==> src/rtl/countdown_timer.sv <==
// MM:SS countdown timer with BCD display, pause/resume and alarm.
// Counts down from preset minutes at one decrement per TICKS_PER_SEC clocks.
module countdown_timer #(
  parameter int TICKS_PER_SEC = 50000000
) (
  input  logic        clk,
  input  logic        rst_n,
  input  logic [7:0]  set_time,
  input  logic        start,
  input  logic        pause,
  input  logic        clear,
  output logic [15:0] digits,
  output logic        running,
  output logic        done,
  output logic        alarm
);

  localparam int PW = (TICKS_PER_SEC > 2) ? $clog2(TICKS_PER_SEC) : 1;
  localparam logic [PW-1:0] TERM = PW'(TICKS_PER_SEC - 1);

  typedef enum logic [1:0] {
    IDLE,
    RUN,
    PAUSED,
    DONE
  } state_t;

  state_t        state_q, state_d;
  logic [7:0]    mm_q, mm_d;
  logic [7:0]    ss_q, ss_d;
  logic [PW-1:0] presc_q, presc_d;
  logic          done_q, done_d;

  logic [7:0]    preset;
  logic [15:0]   dec;
  logic          tick;

  // Limit each preset nibble to a legal BCD digit.
  function automatic logic [3:0] clamp9(input logic [3:0] n);
    return (n > 4'd9) ? 4'd9 : n;
  endfunction

  // One-second BCD decrement of MM:SS with borrow chain.
  function automatic logic [15:0] bcd_dec(input logic [15:0] t);
    logic [3:0] mt, mu, st, su;
    logic       b;
    {mt, mu, st, su} = t;
    b = (su == 4'd0);
    su = b ? 4'd9 : su - 4'd1;
    if (b) begin
      b = (st == 4'd0);
      st = b ? 4'd5 : st - 4'd1;
    end
    if (b) begin
      b = (mu == 4'd0);
      mu = b ? 4'd9 : mu - 4'd1;
    end
    if (b) mt = mt - 4'd1;
    return {mt, mu, st, su};
  endfunction

  assign preset = {clamp9(set_time[7:4]), clamp9(set_time[3:0])};
  assign tick   = (state_q == RUN) && (presc_q == TERM);
  assign dec    = bcd_dec({mm_q, ss_q});

  // Next-state, counter and display update logic.
  always_comb begin
    state_d = state_q;
    mm_d    = mm_q;
    ss_d    = ss_q;
    presc_d = presc_q;
    done_d  = 1'b0;
    if (clear) begin
      state_d = IDLE;
      mm_d    = preset;
      ss_d    = 8'h00;
      presc_d = '0;
    end else begin
      unique case (state_q)
        IDLE, DONE: begin
          if (start && preset != 8'h00) begin
            state_d = RUN;
            mm_d    = preset;
            ss_d    = 8'h00;
            presc_d = '0;
          end else if (state_q == IDLE) begin
            mm_d = preset;
            ss_d = 8'h00;
          end
        end
        RUN: begin
          if (pause) begin
            state_d = PAUSED;
          end else if (tick) begin
            presc_d      = '0;
            {mm_d, ss_d} = dec;
            if (dec == 16'h0000) begin
              state_d = DONE;
              done_d  = 1'b1;
            end
          end else begin
            presc_d = presc_q + 1'b1;
          end
        end
        PAUSED: begin
          if (start) state_d = RUN;
        end
        default: state_d = IDLE;
      endcase
    end
  end

  // State and datapath registers.
  always_ff @(posedge clk or negedge rst_n) begin
    if (!rst_n) begin
      state_q <= IDLE;
      mm_q    <= 8'h00;
      ss_q    <= 8'h00;
      presc_q <= '0;
      done_q  <= 1'b0;
    end else begin
      state_q <= state_d;
      mm_q    <= mm_d;
      ss_q    <= ss_d;
      presc_q <= presc_d;
      done_q  <= done_d;
    end
  end

  assign digits  = {mm_q, ss_q};
  assign running = (state_q == RUN);
  assign alarm   = (state_q == DONE);
  assign done    = done_q;

endmodule

==> config.mk <==
export PLATFORM = sky130hd
export DESIGN_NAME = countdown_timer
export DESIGN_NICKNAME = d
export VERILOG_FILES = /design/src/rtl/countdown_timer.sv
export SDC_FILE = /design/constraint.sdc
export NUM_CORES = 1
export LEC_CHECK = 0
export CAP_MARGIN = 20
export CORE_MARGIN = 2
export CORE_UTILIZATION = 60
export DETAILED_ROUTE_END_ITERATION = 6
export GPL_TIMING_DRIVEN = 0
export PLACE_DENSITY = 0.94
export SKIP_LAST_GASP = 1
export SYNTH_ARGS = -nofsm -noshare
export SYNTH_HDL_FRONTEND = slang
export SYNTH_SLANG_ARGS = --single-unit
==> constraint.sdc <==
create_clock -name clk -period 6.1 [get_ports clk]
set_clock_uncertainty 0.2 [all_clocks]
set_input_delay 1.525 -clock clk [delete_from_list [all_inputs] [get_ports clk]]
set_output_delay 1.525 -clock clk [all_outputs]
set_load 0.005 [all_outputs]
==> qor.csv <==
metric,value,unit
first-pass iteration count of the detailed router,6,
Rel. slew slack,0.475,
crit-path cells,"clkdlybuf4s50_1, nor4_1, and3_1, clkbuf_1, o22ai_1, mux2i_1, a311oi_1",
ys flop type,dfrtp_1,
post-synth top area cell,dfrtp_1,
TritonCTS buffer count,5,
Max Cap Violations,0,
I/O pin count,32,
Synth Warn #,0,
Root Buffer,clkbuf_8,
Placed Instance Area,0.00335,mm^2
CP arrival,3.84,ns
number of global-route vias before repair,2748,
final hold vios,0,
synthesized area per cell,8.86,um^2
area of the mapped netlist,0.00293,mm^2
clock-pin slew on the worst setup and hold paths,0.09,ns
core area,0.00472,mm^2
"Slew Viols, Final",0,
Final #Nets,389,
largest cells by area after synthesis,"dfrtp_1 (38%), nor2_1 (4.2%), nor3_1 (2.9%)",
drt total wl,7520,um
WP data required,6.10,ns
status,"finished, final reports clean",
RSZ-0062 raised after global routing,false,
cell area after layout,0.00346,mm^2
TritonCTS Sinks,45,
fin crit period,3.84,ns
cts repair resizes,0,
DRC viols,0,
kind of critical path,in -> reg,
"Net Count, Synth",350,
DRT iter0 DRCs,267,
Post-CTS Hold Fix Bufs,0,
total track usage,0.293,
GP Congestion,0.937,
top-area cell type share of the netlist area,0.384,
Critical Path Start Type,input port,
worst slew pin tran,0.784,ns
total grt overflow,0,
initial antenna violation count,0,
die area,0.00546,mm^2
"Setup violations, final",0,
CP Max Fanout,9,
register bit total from synthesis,45,
"Slowest-stage cell, CP",clkdlybuf4s50_1,
area grow syn2layout,18.0,%
period utilisation layout,0.630,
post-synthesis sequential area ratio,0.384,
first-pass GRT wire length,12500,um
CTS tree,built,
Die H,73.9,um
Die Width,73.9,um
Port Buffers,31,
diodes inserted,0,
H-tree depth,2,
hpwl dp,5560,um
crit end category,flip-flop,
static leakage,1.36,nW
pwr dens,237,mW/mm^2
fraction of registers with async set or reset after synthesis,1.00,
Initial Utilization,0.621,
largest net degree at the start of global routing,25,
cell row count,25,
f_max,260,MHz
WL/cell,17.2,um
Avg Vias per Cell,6.56,
VDD IR max,177,uV
Worst-Skew Late Latency,0.30,ns
routed via count,2872,
total negative setup slack,0,ns
Power Total,0.818,mW
Mapped Cells,331,
Min-Delay Path Class,reg -> reg,
clk buf depth,2,
Cell variety after synth,67,
"EDFF count, synth",0,
ANT nets after route,0,
share of cells above drive strength 1,0.113,
Worst path max stage delay,0.54,ns
setup bufs post-CTS,0,
==> final cells by class <==
class | count | area [um^2]
tap | 67 | 83.8
timing repair buffer | 32 | 333
buffer | 13 | 82.6
fill | 360 | 1260
clock inverter | 2 | 38.8
multi-input combinational | 257 | 1660
clock buffer | 6 | 72.6
sequential | 45 | 1130
inverter | 16 | 60.1
==> path summary, 6_finish.rpt <==
check                      startpoint    endpoint  slack (ns)  cells after the start
setup reg to reg           state_q[0]  state_q[0]        3.29                      8
min in group asynchronous       rst_n     mm_q[4]        0.99                      1
hold reg to reg            presc_q[1]  presc_q[1]        0.34                      2
max in group asynchronous       rst_n  presc_q[3]        4.19                      2
hold / removal             presc_q[1]  presc_q[1]        0.34                      2
setup / recovery                clear  state_q[0]        2.26                      7
==> routing by layer <==
layer	up-vias	GRT usage	wire, um
met3	17	0.0645	591
met4	0	0.0990	143
met2	162	0.497	3730
li1	1336	-	-
met5	-	0	0
met1	1357	0.370	3050
==> worst max-delay path: cells and delay by family <==
family,cells,cell delay [ns]
mux,1,0.17
simple gates,2,0.65
buf+inv,2,0.92
compound gates,2,0.56
==> synthesized netlist by cell type, types with 3 or more instances <==
library cell  number
a31oi_1           12
ha_1               6
nand4_1           12
o2bb2ai_1          3
o21ai_1            6
o31ai_1           10
and3_1             6
nor2_1            33
or3_1              7
xnor2_1            7
or2_2              3
buf_6              3
nand2_1           19
a21oi_1           16
nand2b_1           3
dfrtp_1           45
nor4_1            10
o21ai_0           15
inv_1             16
nand3_1           13
nor3_1            17
clkbuf_1           8
a22o_1             3
o21a_1             3
==> state kept, by name, indices dropped and copies added, names as in the netlist <==
register / cells
state_q: 2
ss_q: 8
mm_q: 8
done: 1
presc_q: 26
==> power by group <==
group | switching, mW | leakage, nW | internal (mW)
combinational | 0.133 | 0.698 | 0.107
sequential | 0.0265 | 0.611 | 0.320
clock | 0.108 | 0.0554 | 0.123
==> stage by stage <==
stage | utilization | cells | hold slack [ns] | setup slack [ns]
final | 0.732 | 438 | 0.335 | 2.26
after global routing | 0.732 | 438 | 0.369 | 2.09
after floorplan | - | 331 | 0.280 | 2.95
after global placement | 0.704 | 429 | 0.301 | 2.10
after CTS | 0.732 | 438 | 0.339 | 2.33
after detailed placement | 0.709 | 430 | 0.321 | 2.00
==> layout by cell type (no fill, tap or decap), types with 13 or more instances in the layout <==
| cell | synthesis | final |
|---|---|---|
| dfrtp_1 | 45 | 45 |
| nor2_1 | 33 | 33 |
| clkdlybuf4s50_1 | 0 | 30 |
| nand2_1 | 19 | 19 |
| nor3_1 | 17 | 17 |
| inv_1 | 16 | 16 |
| a21oi_1 | 16 | 16 |
| o21ai_0 | 15 | 15 |
| nand3_1 | 13 | 13 |
==> cells by family after synthesis <==
logic type	synth area share
AO/OA/AOI/OAI	0.214
XOR/XNOR	0.0239
adder cells (fa/ha/maj)	0.0256
buffers and inverters	0.0487
flip-flops	0.384
multiplexers	0.0107
AND/OR/NAND/NOR	0.293
No activity file was read; power rests on OpenSTA's default activity.
